===== config.mk =====
export PLATFORM = sky130hd
export DESIGN_NAME = fifo_write_arbiter_flat
export DESIGN_NICKNAME = d
export VERILOG_FILES = /design/src/rtl/fifo_write_arbiter_if.sv /design/src/rtl/fifo_write_arbiter.sv /design/src/flat_wrapper.sv
export SDC_FILE = /design/constraint.sdc
export NUM_CORES = 1
export LEC_CHECK = 0
export CELL_PAD_IN_SITES_DETAIL_PLACEMENT = 2
export CELL_PAD_IN_SITES_GLOBAL_PLACEMENT = 2
export CORE_MARGIN = 2
export CORE_UTILIZATION = 19
export DETAILED_ROUTE_END_ITERATION = 10
export HOLD_SLACK_MARGIN = 0.03
export PLACE_DENSITY = 0.95
export SYNTH_ARGS = -nofsm -noshare
export SYNTH_HDL_FRONTEND = slang
export SYNTH_SLANG_ARGS = --single-unit

===== constraint.sdc =====
create_clock -name clk -period 5.4 [get_ports clk]
set_input_delay 1.35 -clock clk [delete_from_list [all_inputs] [get_ports clk]]
set_output_delay 1.35 -clock clk [all_outputs]
set_load 0.05 [all_outputs]

===== src/rtl/fifo_write_arbiter_if.sv =====
// Producer/FIFO side bundle of the round-robin FIFO write arbiter.
//   master : environment side (producers + FIFO) drives req, req_data, fifo_full
//   slave  : arbiter side drives ack, fifo_wr_en, fifo_wr_data, busy, owner
interface fifo_write_arbiter_if #(
  parameter int DATA_WIDTH = 8,
  parameter int NUM_REQ    = 4
);
  localparam int OW = $clog2(NUM_REQ);

  logic [NUM_REQ-1:0]            req;
  logic [NUM_REQ*DATA_WIDTH-1:0] req_data;
  logic [NUM_REQ-1:0]            ack;
  logic                          fifo_full;
  logic                          fifo_wr_en;
  logic [DATA_WIDTH-1:0]         fifo_wr_data;
  logic                          busy;
  logic [OW-1:0]                 owner;

  modport master (
    output req, req_data, fifo_full,
    input  ack, fifo_wr_en, fifo_wr_data, busy, owner
  );

  modport slave (
    input  req, req_data, fifo_full,
    output ack, fifo_wr_en, fifo_wr_data, busy, owner
  );
endinterface


===== src/rtl/fifo_write_arbiter.sv =====
// Round-robin arbiter sharing one FIFO write port among NUM_REQ producers.
// A grant lasts up to MAX_BURST beats, then ownership rotates after one
// IDLE arbitration cycle.
//   clk   : rising-edge clock
//   reset : asynchronous, active-high
//   bus   : slave modport (req/req_data/fifo_full in; ack/fifo_wr_en/
//           fifo_wr_data/busy/owner out)
module fifo_write_arbiter #(
  parameter int DATA_WIDTH = 8,
  parameter int NUM_REQ    = 4,
  parameter int MAX_BURST  = 4
) (
  input  logic                clk,
  input  logic                reset,
  fifo_write_arbiter_if.slave bus
);
  localparam int OW = $clog2(NUM_REQ);
  localparam int BW = $clog2(MAX_BURST) + 1;

  typedef enum logic [0:0] {IDLE, GRANT} state_t;

  state_t          r_state;
  logic [OW-1:0]   r_owner;
  logic [BW-1:0]   r_beat_cnt;

  logic                  w_xfer;
  logic [OW-1:0]         w_pick;
  logic [NUM_REQ-1:0]    w_ack;
  logic [DATA_WIDTH-1:0] w_data;

  // Search owner+1, owner+2, ... owner+NUM_REQ (mod NUM_REQ). Scanning from
  // the far end and letting nearer hits overwrite gives the first requester.
  always_comb begin
    logic [OW-1:0] cand;
    w_pick = r_owner;
    for (int unsigned i = NUM_REQ; i >= 1; i--) begin
      cand = OW'((32'(r_owner) + i) % NUM_REQ);
      if (bus.req[cand]) w_pick = cand;
    end
  end

  // Writes only happen in GRANT, so reset (state=IDLE) gates them at once.
  assign w_xfer = (r_state == GRANT) && bus.req[r_owner] && !bus.fifo_full;

  always_comb begin
    w_ack          = '0;
    w_ack[r_owner] = w_xfer;
  end

  always_comb begin
    w_data = '0;
    for (int unsigned i = 0; i < NUM_REQ; i++) begin
      if (r_owner == OW'(i)) w_data = bus.req_data[i*DATA_WIDTH +: DATA_WIDTH];
    end
  end

  always_ff @(posedge clk or posedge reset) begin
    if (reset) begin
      r_state    <= IDLE;
      r_owner    <= OW'(NUM_REQ - 1);
      r_beat_cnt <= '0;
    end else begin
      case (r_state)
        IDLE: begin
          if (|bus.req) begin
            r_owner    <= w_pick;
            r_beat_cnt <= '0;
            r_state    <= GRANT;
          end
        end
        GRANT: begin
          if (!bus.req[r_owner]) begin
            r_state    <= IDLE;
            r_beat_cnt <= '0;
          end else if (!bus.fifo_full) begin
            if (r_beat_cnt == BW'(MAX_BURST - 1)) begin
              r_state    <= IDLE;
              r_beat_cnt <= '0;
            end else begin
              r_beat_cnt <= r_beat_cnt + BW'(1);
            end
          end
          // req held with FIFO full: stall, state and beat count unchanged
        end
        default: begin
          r_state    <= IDLE;
          r_beat_cnt <= '0;
        end
      endcase
    end
  end

  assign bus.ack          = w_ack;
  assign bus.fifo_wr_en   = w_xfer;
  assign bus.fifo_wr_data = w_data;
  assign bus.busy         = (r_state == GRANT);
  assign bus.owner        = r_owner;
endmodule


===== src/flat_wrapper.sv =====
// flat-port wrapper written by rule: the top's interface ports become plain ports
module fifo_write_arbiter_flat 
#(
  parameter int DATA_WIDTH = 8,
  parameter int NUM_REQ    = 4,
  parameter int MAX_BURST  = 4
)
  (clk, reset, bus_req, bus_req_data, bus_fifo_full, bus_ack, bus_fifo_wr_en, bus_fifo_wr_data, bus_busy, bus_owner);
  fifo_write_arbiter_if #(.DATA_WIDTH(DATA_WIDTH), .NUM_REQ(NUM_REQ)) bus_i ();
  input  logic clk;
  input  logic reset;
  input wire logic [$bits(bus_i.req)-1:0] bus_req;
  input wire logic [$bits(bus_i.req_data)-1:0] bus_req_data;
  input wire logic [$bits(bus_i.fifo_full)-1:0] bus_fifo_full;
  output wire logic [$bits(bus_i.ack)-1:0] bus_ack;
  output wire logic [$bits(bus_i.fifo_wr_en)-1:0] bus_fifo_wr_en;
  output wire logic [$bits(bus_i.fifo_wr_data)-1:0] bus_fifo_wr_data;
  output wire logic [$bits(bus_i.busy)-1:0] bus_busy;
  output wire logic [$bits(bus_i.owner)-1:0] bus_owner;
  assign bus_i.req = bus_req;
  assign bus_i.req_data = bus_req_data;
  assign bus_i.fifo_full = bus_fifo_full;
  assign bus_ack = bus_i.ack;
  assign bus_fifo_wr_en = bus_i.fifo_wr_en;
  assign bus_fifo_wr_data = bus_i.fifo_wr_data;
  assign bus_busy = bus_i.busy;
  assign bus_owner = bus_i.owner;
  fifo_write_arbiter #(.DATA_WIDTH(DATA_WIDTH), .NUM_REQ(NUM_REQ), .MAX_BURST(MAX_BURST)) u_core (.clk(clk), .reset(reset), .bus(bus_i));
endmodule

==> summary.txt, run 1 <==
Outcome
  • Status: completed

Setup path
  • Cell mode on critical path: clkdlybuf4s50_1
  • Critical-path maximum fanout: 7
  • CP required: 4.05 ns
  • Crit start category: input port
  • CP Class: input port to output port
  • Max incr delay on CP: 0.81 ns
  • CP max stage cell: clkdlybuf4s50_1
  • Buf+Inv Stages, Crit Path: 2
  • Delay-heaviest family, CP: buffers and inverters
  • Critical-path cell list: clkdlybuf4s50_1, mux4_2, nand2_2, nor2_2, and2_1, clkdlybuf4s50_1
  • Arrival time at the worst endpoint: 3.52 ns
  • Element type at the critical path end: output port

Layout
  • Final nets: 190
  • Ant. Diodes: 0
  • Finished Cell Area: 0.00139 mm^2
  • Share of cells above drive strength 1: 7.59%
  • Finished Layout Cells: 195
  • Most frequent cells in the layout: clkdlybuf4s50_1, nor2b_1, nand2_1
  • Area Growth Syn to Fin: 79.1%
  • # fillers: 445
  • Commonest non-fill, non-tap cell in the layout: clkdlybuf4s50_1

Yosys
  • Top cell type by total area after synthesis: dfrtp_1
  • Unique cell type count in the Yosys netlist: 30
  • Mean Syn Cell Area: 8.23 um^2
  • Top-area cell type share of the netlist area: 12.9%
  • Syn_nets: 138
  • Warnings from Yosys: 0
  • Main synth FF type: dfrtp_1
  • Flops & latches, synth: 6
  • Sequential-to-total area share from yosys stat: 19.7%
  • Fraction of registers with async set/reset: 100%
  • Gate Count Post-Synth: 94
  • Syn Std Cell Area: 773 um^2
  • Number of synthesized flops with an enable pin: 0
  • Top post-synthesis cells by area: dfrtp_1, a221oi_1, o31ai_1

Timing
  • Slew Limit Fails: 0
  • Clock skew after layout: 0.00559 ns
  • Worst-Margin Slew: 0.633 ns
  • Post-Route Setup TNS: 0 ns
  • Final-report hold violation count: 0
  • Slew HR: 57.7%
  • RSZ-0062 raised after global routing: no
  • Fin worst setup slack: 0.530 ns
  • Tmin final: 4.87 ns
  • Maximum clock rate: 205 MHz
  • Period utilisation layout: 90.2%
  • Setup Viol. Count Final: 0

Clock tree
  • Deepest clock path buffer count: 2
  • Hold_buf cts: 0
  • CTS Sinks: 6
  • H-Tree Depth: 1
  • Clock Latency Late Sink: 0.22 ns
  • # Post-CTS Setup Buffers: 0
  • CTS tree: yes
  • Total CTS buffers: 3
  • CTS clk-pin slew, worst paths: 0.04 ns
  • PostCTS Resize Cnt: 0
  • CTS root buf: clkbuf_8

Die
  • Die H: 67.8 um
  • Core footprint: 0.00397 mm^2
  • # IOs: 55
  • FP Rows: 23
  • Die area: 0.00460 mm^2
  • Initial Util: 19.5%
  • Die width: 67.8 um

Route
  • Antenna Violating Nets Remaining: 0
  • Post-Route WL: 3.14 mm
  • Post-route DRC: 0
  • Via count: 932
  • DR vias/cell: 4.78
  • Routed WL per cell: 16.1 um
  • TritonRoute pass-1 iters: 2
  • Iteration-0 DRC Markers: 32

Global routing
  • Vias in the first global route: 952
  • Largest net degree at the start of global routing: 18
  • First-pass GRT wire length: 4.68 mm
  • GR Util All Layers: 13.4%
  • Gr ovfl total: 0
  • Initial antenna violation count: 0

Place
  • Port Buffer Count: 54
  • Final GP Congestion: 0.843
  • DP Cell Count: 191
  • Placement Setup Slack: 0.517 ns
  • Dpl hpwl: 2.57 mm
  • Placed cell area: 0.00134 mm^2

Power
  • Leak pwr: 0.524 nW
  • VDD IR max: 232 uV
  • Final Power: 0.000912 W
  • Pwr per Cell Area: 659 mW/mm^2

Flow run
  • Max cap viols: 0

Hold path
  • Worst Hold Class: flip-flop to flip-flop
-- final cells by class --
cell class | count | area [um^2] | area share, %
sequential | 6 | 153 | 11.0
clock buffer | 4 | 45.0 | 3.25
inverter | 5 | 18.8 | 1.36
tap | 50 | 62.6 | 4.52
multi-input combinational | 76 | 566 | 40.8
timing repair buffer | 54 | 541 | 39.0
-- stage by stage --
| step | util, % | hold slack [ns] |
|---|---|---|
| 5_1_grt | 34.9 | 0.547 |
| 4_1_cts | 34.9 | 0.529 |
| 3_3_place_gp | 33.7 | 0.491 |
| 2_1_floorplan | - | 0.475 |
| 6_report | 34.9 | 0.523 |
| 3_5_place_dp | 33.7 | 0.522 |
-- registers in the layout (all words and copies together) (netlist names) --
register and count:
u_core.bus.owner 2, u_core.r_beat_cnt 3, u_core.bus.busy 1
-- routing by layer --
metal	GRT usage [%]	routed length, um	vias to the layer above
met2	26.1	1620	43
met3	2.50	264	2
met1	15.2	1250	433
li1	-	-	454
met5	0	0	-
met4	2.25	10	0
-- Yosys cell counts, drive strengths merged (2+ instances only) --
| cell type | instances |
|---|---|
| nor2 | 3 |
| ha | 5 |
| inv | 5 |
| mux2i | 5 |
| o31ai | 9 |
| nor3 | 2 |
| a221oi | 8 |
| nand2 | 11 |
| and2 | 4 |
| nor2b | 10 |
| clkbuf | 2 |
| a21oi | 4 |
| buf | 5 |
| dfrtp | 4 |
| o21ai | 5 |
| mux2 | 2 |
| dfstp | 2 |
-- path summary, 6_finish.rpt --
kind | start | end | slack (ns) | cells past startpoint
hold / removal | u_core.r_beat_cnt[2] | u_core.r_beat_cnt[2] | 0.52 | 1
hold reg to reg | u_core.r_beat_cnt[2] | u_core.r_beat_cnt[2] | 0.52 | 1
max in group asynchronous | reset | u_core.bus.owner[0] | 3.78 | 2
setup reg to reg | u_core.bus.owner[0] | u_core.bus.owner[0] | 3.46 | 5
setup / recovery | bus_req[3] | bus_ack[2] | 0.53 | 6
min in group asynchronous | reset | u_core.bus.busy | 1.35 | 2
-- worst reg2reg max path, delay by kind of cell (launching register included) --
| kind | cells | cell delay (ns) |
|---|---|---|
| buf+inv | 1 | 0.11 |
| mux | 1 | 0.35 |
| compound gates | 2 | 0.35 |
| flops | 1 | 0.66 |
| fa+ha+maj | 1 | 0.41 |
-- cell families (layout without fill, tap and decap cells) --
logic type / Yosys count / after routing / share of synthesized area (%)
simple gates: 31 / 31 / 22.0
flops: 6 / 6 / 19.7
mux: 8 / 8 / 12.8
fa+ha+maj: 5 / 5 / 8.09
compound gates: 32 / 32 / 30.3
buf+inv: 12 / 63 / 7.12
-- power by group --
part | switching (W) | leakage, nW | internal, W
Clock | 0.0000200 | 0.0228 | 0.0000508
Combinational | 0.000459 | 0.428 | 0.000276
Sequential | 0.0000380 | 0.0729 | 0.0000682
No activity file was read; power rests on OpenSTA's default activity.
==> run 2: changes to the inputs <==
--- a/config.mk
+++ b/config.mk
@@ -7,7 +7,7 @@
 export LEC_CHECK = 0
 export CELL_PAD_IN_SITES_DETAIL_PLACEMENT = 2
 export CELL_PAD_IN_SITES_GLOBAL_PLACEMENT = 2
-export CORE_MARGIN = 2
+export CORE_MARGIN = 1
 export CORE_UTILIZATION = 19
 export DETAILED_ROUTE_END_ITERATION = 10
 export HOLD_SLACK_MARGIN = 0.03
==> run 2 against run 1 <==
Register-to-register slack is essentially flat. Via count grew 2.4%. Wire length shrank 3.9%. Combinational power shrank 0.7%. Clock skew is essentially flat. Final cell count shrank 1.0%. Fmax grew 0.36%. Sequential share of layout area is essentially flat. Cell area shrank 0.18%. Die area shrank 5.8%. Flip-flop and latch count is the same. Sequential power is essentially flat. Critical path type unchanged.
==> summary.txt, run 2 (synthesis gave the netlist of run 1 again) <==
Timing
  • Post-Route Setup TNS: 0 ns (unchanged)
  • Period utilisation layout: 89.9% (-0.33 points)
  • Maximum clock rate: 206 MHz (+0.36%)
  • Slew Limit Fails: 0 (unchanged)
  • Fin worst setup slack: 0.547 ns (+0.0176 ns)
  • Worst-Margin Slew: 0.642 ns (+0.00900 ns)
  • Slew HR: 57.1% (-0.60 points)
  • Setup Viol. Count Final: 0 (unchanged)
  • Tmin final: 4.85 ns (-0.0176 ns)
  • RSZ-0062 raised after global routing: no
  • Final-report hold violation count: 0 (unchanged)
  • Clock skew after layout: 0.00544 ns (-0.000146 ns)

Place
  • Dpl hpwl: 2.43 mm (-5.5%)
  • Port Buffer Count: 54 (unchanged)
  • Placement Setup Slack: 0.527 ns (+0.0101 ns)
  • Final GP Congestion: 0.739 (-12%)
  • DP Cell Count: 189 (-1.0%)

Hold path
  • Worst hold start: u_core.r_beat_cnt[2]
  • Worst Hold Class: flip-flop to flip-flop
  • Hold Path End: u_core.r_beat_cnt[2]
  • Hold Path Cell Cnt: 1 (unchanged)

Setup path
  • Crit start category: input port
  • CP Class: input port to output port
  • Reg-to-reg slack, setup: 3.47 ns (about the same)
  • Element type at the critical path end: output port
  • CP required: 4.05 ns (about the same)
  • RR Endpoint: u_core.bus.owner[0]
  • FF-to-FF path depth: 5 (unchanged)
  • R2r startpoint: u_core.bus.owner[0]
  • Critical-path maximum fanout: 7 (unchanged)
  • Arrival time at the worst endpoint: 3.50 ns (-0.02 ns)

Clock tree
  • Clock Latency Late Sink: 0.23 ns (about the same)
  • CTS tree: yes
  • # Post-CTS Setup Buffers: 0 (unchanged)
  • Total CTS buffers: 3 (unchanged)
  • H-Tree Depth: 1 (unchanged)
  • Hold_buf cts: 0 (unchanged)
  • PostCTS Resize Cnt: 0 (unchanged)
  • CTS clk-pin slew, worst paths: 0.04 ns (about the same)
  • Deepest clock path buffer count: 2 (unchanged)
  • CTS Sinks: 6 (unchanged)
  • CTS root buf: clkbuf_8

Layout
  • Final nets: 190 (unchanged)
  • Max FFs per register: 3 (unchanged)
  • Biggest register: u_core.r_beat_cnt
  • Area Growth Syn to Fin: 78.8%
  • Ant. Diodes: 0 (unchanged)
  • Commonest non-fill, non-tap cell in the layout: clkdlybuf4s50_1
  • Share of cells above drive strength 1: 7.59% (unchanged)
  • Finished Layout Cells: 193 (-1.0%)
  • Most frequent cells in the layout: clkdlybuf4s50_1, nor2b_1, nand2_1

Global routing
  • First-pass GRT wire length: 4.73 mm (+1.2%)
  • Largest net degree at the start of global routing: 18 (unchanged)
  • GR Util All Layers: 14.3% (+0.84 points)
  • Vias in the first global route: 984 (+3.4%)
  • Initial antenna violation count: 0 (unchanged)
  • Gr ovfl total: 0 (unchanged)

Route
  • DR vias/cell: 4.94 (+3.4%)
  • Routed WL per cell: 15.6 um (-2.9%)
  • Post-route DRC: 0 (unchanged)
  • Iteration-0 DRC Markers: 17 (-47%)
  • TritonRoute pass-1 iters: 2 (unchanged)
  • Via count: 954 (+2.4%)
  • Antenna Violating Nets Remaining: 0 (unchanged)
  • Post-Route WL: 3.02 mm (-3.9%)

Die
  • FP Rows: 22 (-4.3%)
  • Die area: 0.00433 mm^2 (-5.8%)
  • Initial Util: 20.5% (+1.0 points)
  • Core footprint: 0.00377 mm^2 (-5.0%)
  • Die width: 65.8 um (-3.0%)
  • Die H: 65.8 um (-3.0%)
  • # IOs: 55 (unchanged)

Power
  • Pwr per Cell Area: 657 mW/mm^2 (-0.23%)
  • Final Power: 0.000908 W (-0.41%)
  • VDD IR max: 274 uV (+18%)
  • Leak pwr: 0.524 nW (unchanged)

Flow run
  • Max cap viols: 0 (unchanged)

Outcome
  • Status: completed
[run 2: cell counts in the layout (fill, tap and decap cells not counted)]
Identical to the previous run, type by type.
[run 2: final cells by class]
type / instances / area, um^2
Fill cell: 429 / 2390
Sequential cell: 6 / 153
Timing Repair Buffer: 54 / 541
Tap cell: 48 / 60.1
Inverter: 5 / 18.8
Multi-Input combinational cell: 76 / 566
Clock buffer: 4 / 45.0
[run 2: metal layers]
layer	track usage [%]	routed length (um)	up-vias
li1	-	-	451
met1	16.3	1220	462
met2	26.8	1560	39
met3	3.28	230	2
met4	2.45	10	0
met5	0	0	-
[run 2: how the worst max path moves through the flow]
stage | end | slack (ns) | cells past startpoint | from
after floorplan | bus_fifo_wr_data[0] | 1.23 | 8 | u_core.bus.owner[1]
after CTS | bus_ack[3] | 0.52 | 6 | bus_req[1]
after global routing | bus_ack[0] | 0.44 | 6 | bus_req[1]
final | bus_ack[0] | 0.55 | 6 | bus_req[1]
after detailed placement | bus_ack[0] | 0.53 | 6 | bus_req[1]
after global placement | bus_ack[3] | 0.64 | 6 | bus_req[3]
[run 2: power by group]
part           switching, W   total, W  internal [W]
registers         0.0000371   0.000105     0.0000681
clock network     0.0000226  0.0000736     0.0000510
logic              0.000454   0.000730      0.000276
total              0.000513   0.000908      0.000395
[run 2: through the flow]
step	hold slack [ns]	cell area, um^2	util (%)
final	0.512	1380	36.7
after floorplan	0.475	773	-
after global placement	0.497	1340	35.5
after detailed placement	0.512	1340	35.5
after CTS	0.518	1380	36.7
after global routing	0.558	1380	36.7
[run 2: critical path, stage by stage]
cell             delay (ns)
clkdlybuf4s50_1        0.62
mux4_2                 0.32
nand2_2                0.09
nor2_2                 0.17
and2_1                 0.16
clkdlybuf4s50_1        0.80
